[src/rtl/matrix_mem_pkg.sv]
// ----------------------------------------------------------------------------
// matrix_mem_pkg
// Shared definitions for the operand-matrix block RAMs that feed the
// outer-product multiplier.
//   - default word/address widths
//   - write_mode_e : douta behaviour on a write cycle
//   - init_sel_e   : which power-up image a RAM instance carries
//   - MAT_A_INIT / MAT_B_INIT : 16 x 8-bit power-up images. The 3x3 matrix
//     sits at addresses 1..9 in row-major order; everything else is zero.
// ----------------------------------------------------------------------------
package matrix_mem_pkg;

    localparam int DATA_W_DEF = 8;
    localparam int ADDR_W_DEF = 4;
    localparam int MAT_DEPTH  = 16;

    typedef enum logic [1:0] {
        WRITE_FIRST = 2'd0,
        READ_FIRST  = 2'd1,
        NO_CHANGE   = 2'd2
    } write_mode_e;

    typedef enum logic [1:0] {
        INIT_MAT_A = 2'd0,
        INIT_MAT_B = 2'd1,
        INIT_ZERO  = 2'd2
    } init_sel_e;

    typedef logic [MAT_DEPTH-1:0][7:0] mat_image_t;

    // Packed concatenations list the highest address first.
    localparam mat_image_t MAT_A_INIT = {
        8'd0, 8'd0, 8'd0, 8'd0, 8'd0, 8'd0,
        8'd9, 8'd8, 8'd7, 8'd6, 8'd5, 8'd4, 8'd3, 8'd2, 8'd1,
        8'd0
    };

    localparam mat_image_t MAT_B_INIT = {
        8'd0, 8'd0, 8'd0, 8'd0, 8'd0, 8'd0,
        8'd1, 8'd2, 8'd3, 8'd4, 8'd5, 8'd6, 8'd7, 8'd8, 8'd9,
        8'd0
    };

    // Power-up byte for one address of the selected image.
    function automatic logic [7:0] init_byte(init_sel_e sel, int idx);
        logic [7:0] b;
        b = 8'd0;
        if (idx >= 0 && idx < MAT_DEPTH) begin
            case (sel)
                INIT_MAT_A: b = MAT_A_INIT[idx];
                INIT_MAT_B: b = MAT_B_INIT[idx];
                default:    b = 8'd0;
            endcase
        end
        return b;
    endfunction

endpackage

[src/rtl/bram_out_reg.sv]
// ----------------------------------------------------------------------------
// bram_out_reg
// Optional second output stage of the block RAM. Advances only while the
// port is enabled and clears asynchronously with the RAM reset.
// Ports:
//   clk    in  rising-edge clock
//   rst_n  in  asynchronous active-low clear
//   en     in  stage enable (port ena)
//   d      in  first-stage read data
//   q      out registered read data
// ----------------------------------------------------------------------------
module bram_out_reg #(
    parameter int W = 8
) (
    input  logic         clk,
    input  logic         rst_n,
    input  logic         en,
    input  logic [W-1:0] d,
    output logic [W-1:0] q
);

    logic [W-1:0] q_d;
    logic [W-1:0] q_q;

    // Hold the current value unless the port is enabled this cycle.
    always_comb begin
        q_d = q_q;
        if (en) begin
            q_d = d;
        end
    end

    // Output stage storage; reset clears it immediately.
    always_ff @(posedge clk or negedge rst_n) begin
        if (!rst_n) begin
            q_q <= '0;
        end else begin
            q_q <= q_d;
        end
    end

    assign q = q_q;

endmodule

[src/rtl/matrix_bram_sp.sv]
// ----------------------------------------------------------------------------
// matrix_bram_sp
// Single-port synchronous block RAM holding one 3x3 8-bit operand matrix
// (addresses 1..9, row-major) for the outer-product multiplier. Also usable
// as a general scratch RAM through its write port.
// Parameters:
//   DATA_W       word width
//   ADDR_W       address width, depth = 2**ADDR_W
//   READ_LATENCY 1 or 2 (2 adds an ena-qualified output register;
//                any value other than 2 builds the single-stage version)
//   WRITE_MODE   douta on a write cycle: WRITE_FIRST / READ_FIRST / NO_CHANGE
//   INIT_SEL     power-up image: INIT_MAT_A / INIT_MAT_B / INIT_ZERO
// Ports:
//   clka    in  rising-edge clock
//   rsta_n  in  asynchronous active-low reset (clears output stages only)
//   ena     in  port enable; low = no read, no write, outputs hold
//   wea     in  write enable, qualified by ena
//   addra   in  word address
//   dina    in  write data
//   douta   out read data
// ----------------------------------------------------------------------------
module matrix_bram_sp
    import matrix_mem_pkg::*;
#(
    parameter int          DATA_W       = DATA_W_DEF,
    parameter int          ADDR_W       = ADDR_W_DEF,
    parameter int          READ_LATENCY = 1,
    parameter write_mode_e WRITE_MODE   = WRITE_FIRST,
    parameter init_sel_e   INIT_SEL     = INIT_MAT_A
) (
    input  logic              clka,
    input  logic              rsta_n,
    input  logic              ena,
    input  logic              wea,
    input  logic [ADDR_W-1:0] addra,
    input  logic [DATA_W-1:0] dina,
    output logic [DATA_W-1:0] douta
);

    localparam int DEPTH = 1 << ADDR_W;

    typedef logic [DEPTH-1:0][DATA_W-1:0] image_t;

    // Build the power-up image at elaboration; words beyond the 16-entry
    // package tables start at zero when the RAM is made deeper.
    function automatic image_t build_image();
        image_t img;
        img = '0;
        for (int i = 0; i < DEPTH && i < MAT_DEPTH; i++) begin
            img[i] = DATA_W'(init_byte(INIT_SEL, i));
        end
        return img;
    endfunction

    localparam image_t INIT_IMAGE = build_image();

    // The array carries its power-up contents as a declaration initialiser,
    // so reset never touches it.
    image_t            mem_q = INIT_IMAGE;

    logic              wr_en;
    logic [DATA_W-1:0] rd_d;
    logic [DATA_W-1:0] rd_q;

    // First read stage: what douta (or the output register input) should
    // become at the next edge, given enable, write and the write mode.
    always_comb begin
        rd_d  = rd_q;
        wr_en = ena & wea;
        if (ena) begin
            if (wea) begin
                case (WRITE_MODE)
                    WRITE_FIRST: rd_d = dina;
                    READ_FIRST:  rd_d = mem_q[addra];
                    default:     rd_d = rd_q;
                endcase
            end else begin
                rd_d = mem_q[addra];
            end
        end
    end

    // First read stage register, cleared asynchronously by reset.
    always_ff @(posedge clka or negedge rsta_n) begin
        if (!rsta_n) begin
            rd_q <= '0;
        end else begin
            rd_q <= rd_d;
        end
    end

    // Array write port; deliberately outside the reset so contents survive.
    always_ff @(posedge clka) begin
        if (wr_en) begin
            mem_q[addra] <= dina;
        end
    end

    generate
        if (READ_LATENCY == 2) begin : g_out_reg
            logic [DATA_W-1:0] out_data;

            bram_out_reg #(
                .W (DATA_W)
            ) u_out_reg (
                .clk   (clka),
                .rst_n (rsta_n),
                .en    (ena),
                .d     (rd_q),
                .q     (out_data)
            );

            assign douta = out_data;
        end else begin : g_no_out_reg
            assign douta = rd_q;
        end
    endgenerate

endmodule

[config.mk]
export PLATFORM = sky130hd
export DESIGN_NAME = matrix_bram_sp
export DESIGN_NICKNAME = d
export VERILOG_FILES = /design/src/rtl/matrix_mem_pkg.sv /design/src/rtl/bram_out_reg.sv /design/src/rtl/matrix_bram_sp.sv
export SDC_FILE = /design/constraint.sdc
export NUM_CORES = 1
export LEC_CHECK = 0
export BUFFER_PORTS_ARGS = -buffer_cell sky130_fd_sc_hd__buf_4
export CAP_MARGIN = 25
export CORE_UTILIZATION = 45
export CTS_BUF_LIST = sky130_fd_sc_hd__clkbuf_4 sky130_fd_sc_hd__clkbuf_8
export DETAILED_ROUTE_END_ITERATION = 16
export PLACE_DENSITY = 0.64
export SYNTH_ARGS = -nofsm -noshare
export SYNTH_HDL_FRONTEND = slang
export SYNTH_SLANG_ARGS = --single-unit
[constraint.sdc]
create_clock -name clka -period 3.2 [get_ports clka]
set_input_delay 0.32 -clock clka [delete_from_list [all_inputs] [get_ports clka]]
set_output_delay 0.32 -clock clka [all_outputs]
set_load 0.01 [all_outputs]
==> results_tabular.tex <==
\begin{tabular}{lr}
\hline
Metric & Value \\
\hline
\multicolumn{2}{l}{\textbf{Pwr}} \\
Static Leakage & 1.964 nW \\
Maximum VDD drop & 0.0002960 V \\
Pwr/cell area & 602.4 mW/mm2 \\
\multicolumn{2}{l}{\textbf{Timing}} \\
Time the worst path needs with I/O delays and setup & 1.825 ns \\
Setup repair after global routing missed its margin & no \\
Slew headroom & 0.4602 \\
Highest clock frequency the design can meet & 548.1 MHz \\
Final setup margin & 1.375 ns \\
Fin. max-slew vios & 0 \\
Final cycle utilization of the critical path & 0.5702 \\
Sum Neg Setup Slack & 0 ns \\
Final setup violating endpoints & 0 \\
Final setup skew & 0.01043 ns \\
Final Hold Vio Count & 0 \\
Worst slew pin tran & 0.8066 ns \\
\multicolumn{2}{l}{\textbf{Cells and area}} \\
Antenna fix cells & 0 \\
Number of standard cells in the layout, taps in and fillers out & 453 \\
Number of nets in the final layout & 313 \\
Area grow syn2layout & 13.06\% \\
Proportion of layout cells with a drive suffix above 1 & 0.2968 \\
Final std cell area, no fill & 0.006021 mm2 \\
Final core utilization & 0.5250 \\
\multicolumn{2}{l}{\textbf{Drt}} \\
Number of design-rule violations left by the first detailed-router iteration & 274 \\
Drt wl/cell & 23.13 um \\
Via Count & 2601 \\
Via density per instance & 5.742 \\
Number of remaining DRC errors & 0 \\
Routed Antenna Nets & 0 \\
Total wirelength of the detailed-routed design & 10.48 mm \\
Total iterations of the first detailed-routing run & 5 \\
\multicolumn{2}{l}{\textbf{Synth}} \\
Average cell area after synthesis & 20.02 um2 \\
Async set-or-reset flop fraction in the synthesized netlist & 0.05882 \\
Cell type with the highest aggregate area in the netlist & edfxtp\_1 \\
Synth Warn \# & 0 \\
Distinct cells, synth & 31 \\
Number of flops mapped to enable cells by yosys & 128 \\
Ys flop type & edfxtp\_1 \\
Top area cells in the synthesized netlist & edfxtp\_1, mux4\_2, dfrtp\_1 \\
Cell Area, Synth & 0.005325 mm2 \\
Sequential-to-total area share from yosys stat & 0.7594 \\
Net Count, Synth & 282 \\
Mapped Cells & 266 \\
Synth top area share & 0.7218 \\
Cell with the most instances after synthesis & edfxtp\_1 \\
Commonest cells in the netlist & edfxtp\_1, mux4\_2, nor2\_1 \\
Synthesis-stage register bit count & 136 \\
\multicolumn{2}{l}{\textbf{GRT}} \\
Number of antenna violations at the first check in global routing & 0 \\
First-pass GRT wire length & 16.10 mm \\
Vias in the first global route & 2710 \\
Maximum number of pins on one net before global-route repair & 45 \\
All-Layer GR Usage & 0.1857 \\
Leftover overflow at the end of global routing & 0 \\
\multicolumn{2}{l}{\textbf{Placement}} \\
Count of input and output buffers & 23 \\
Worst setup slack before clock tree synthesis & 0.9375 ns \\
Placed Cells & 420 \\
GP Congestion & 0.7669 \\
Cell area reported after detailed placement & 0.005607 mm2 \\
Final HPWL DP & 6.362 mm \\
\multicolumn{2}{l}{\textbf{Die}} \\
Area of the die & 0.01227 mm2 \\
Core area & 0.01147 mm2 \\
Number of ports placed on the die boundary & 24 \\
Die extent in y & 110.8 um \\
X dimension of the die & 110.8 um \\
Site row count & 39 \\
Effective utilization at floorplan & 0.4644 \\
\multicolumn{2}{l}{\textbf{Setup path}} \\
Required time of the critical path & 3.26 ns \\
Depth of the worst register-to-register path & 4 \\
Worst r2r dst & douta[0] \\
Largest driver fanout on the critical path & 44 \\
Critical R2R Launch & mem\_q[56] \\
Element type at the critical path start & input port \\
Data arrival time of the critical path & 1.88 ns \\
Reg-to-reg slack, setup & 1.63 ns \\
Critical path type & input port to flip-flop \\
Crit. End Element & flip-flop \\
\multicolumn{2}{l}{\textbf{Clock tree}} \\
Clock Path Buffers & 2 \\
TritonCTS clock tree & done \\
Post-CTS setup buffer count & 0 \\
H-tree depth reported by CTS & 4 \\
Clk Tree Root Cell & clkbuf\_8 \\
Number of buffers added by the clock tree synthesis step & 17 \\
Clock transition at the register clock pins on the worst setup and hold paths after CTS & 0.07 ns \\
Number of cells upsized or downsized after cts & 0 \\
Number of clock sinks seen by CTS & 136 \\
Clock latency reported for the late side of the worst-skew pair & 0.43 ns \\
\multicolumn{2}{l}{\textbf{Run}} \\
Max-capacitance violation count & 0 \\
\multicolumn{2}{l}{\textbf{Worst hold path}} \\
Class of the tightest hold or removal check & input port to asynchronous set/reset pin \\
\multicolumn{2}{l}{\textbf{Outcome}} \\
Result of the run & finished clean \\
\hline
\end{tabular}
-- per-stage QoR --
| step | hold slack, ns | total power, mW |
|---|---|---|
| 2_1_floorplan | 0.02441 | 2.148 |
| 3_3_place_gp | 0.1457 | 2.241 |
| 3_5_place_dp | 0.1471 | 2.245 |
| 4_1_cts | 0.2138 | 3.655 |
| 5_1_grt | 0.2180 | 3.741 |
| 6_report | 0.2407 | 3.627 |
-- placed cells by master (no fill, tap or decap), drive strengths merged, types with 4 or more instances in the layout --
| cell type | n |
|---|---|
| nand2 | 4 |
| a221o | 7 |
| edfxtp | 128 |
| buf | 27 |
| clkinv | 6 |
| mux2 | 15 |
| nor2 | 15 |
| dfrtp | 8 |
| mux4 | 24 |
| a22oi | 7 |
| a21oi | 14 |
| o22ai | 8 |
| nor3 | 5 |
| clkbuf | 22 |
-- how the worst max path moves through the flow --
stage | depth (start not counted) | to | startpoint
after global placement | 3 | mem_q[122] | addra[1]
final | 3 | mem_q[92] | addra[1]
after floorplan | 4 | mem_q[0] | addra[1]
after global routing | 3 | mem_q[59] | addra[1]
after CTS | 3 | mem_q[127] | addra[1]
after detailed placement | 3 | mem_q[61] | addra[1]
-- per-layer routing --
layer	part of all wire	GRT usage
met1	0.47	0.2644
met5	0	0
met4	0.011	0.08089
met2	0.47	0.2733
met3	0.048	0.04593
-- where the power goes --
group / internal [mW] / leakage [nW] / switching (mW)
registers: 1.98 / 1.24 / 0.0143
clock network: 0.816 / 0.211 / 0.604
logic: 0.0893 / 0.510 / 0.125
-- cells by family (layout without fill, tap and decap cells) --
kind of cell           after synthesis  count (layout)  synth area share
multiplexers                        40              40            0.1393
buffers and inverters               16              60           0.01879
AND/OR/NAND/NOR                     36              36           0.03290
flip-flops                         136             136            0.7594
AO/OA/AOI/OAI                       38              38           0.04958
-- flip-flops by register name, summed over array words and instances (netlist names) --
signal,flops
douta,8
mem_q,128
-- critical path, stage by stage --
cell     delay (ns)
buf_4          0.56
nand4_1        0.31
nor2_1         0.65
-- area by class of cell --
type                    instances  area [um2]
well taps                     143       178.9
clock buffers                  22       277.8
clock inverters                10       126.4
flip-flops and latches        136        4044
multi-input cells             114        1181
repair buffers                 28       212.7
fillers                       892        5446
-- repair_timing --
item,4_1_cts,5_1_grt
hold buffers,1,0
endpoints found under the hold margin,8,0
endpoints found under the setup margin,0,0
Note: power is estimated with default switching activity, not from simulation.
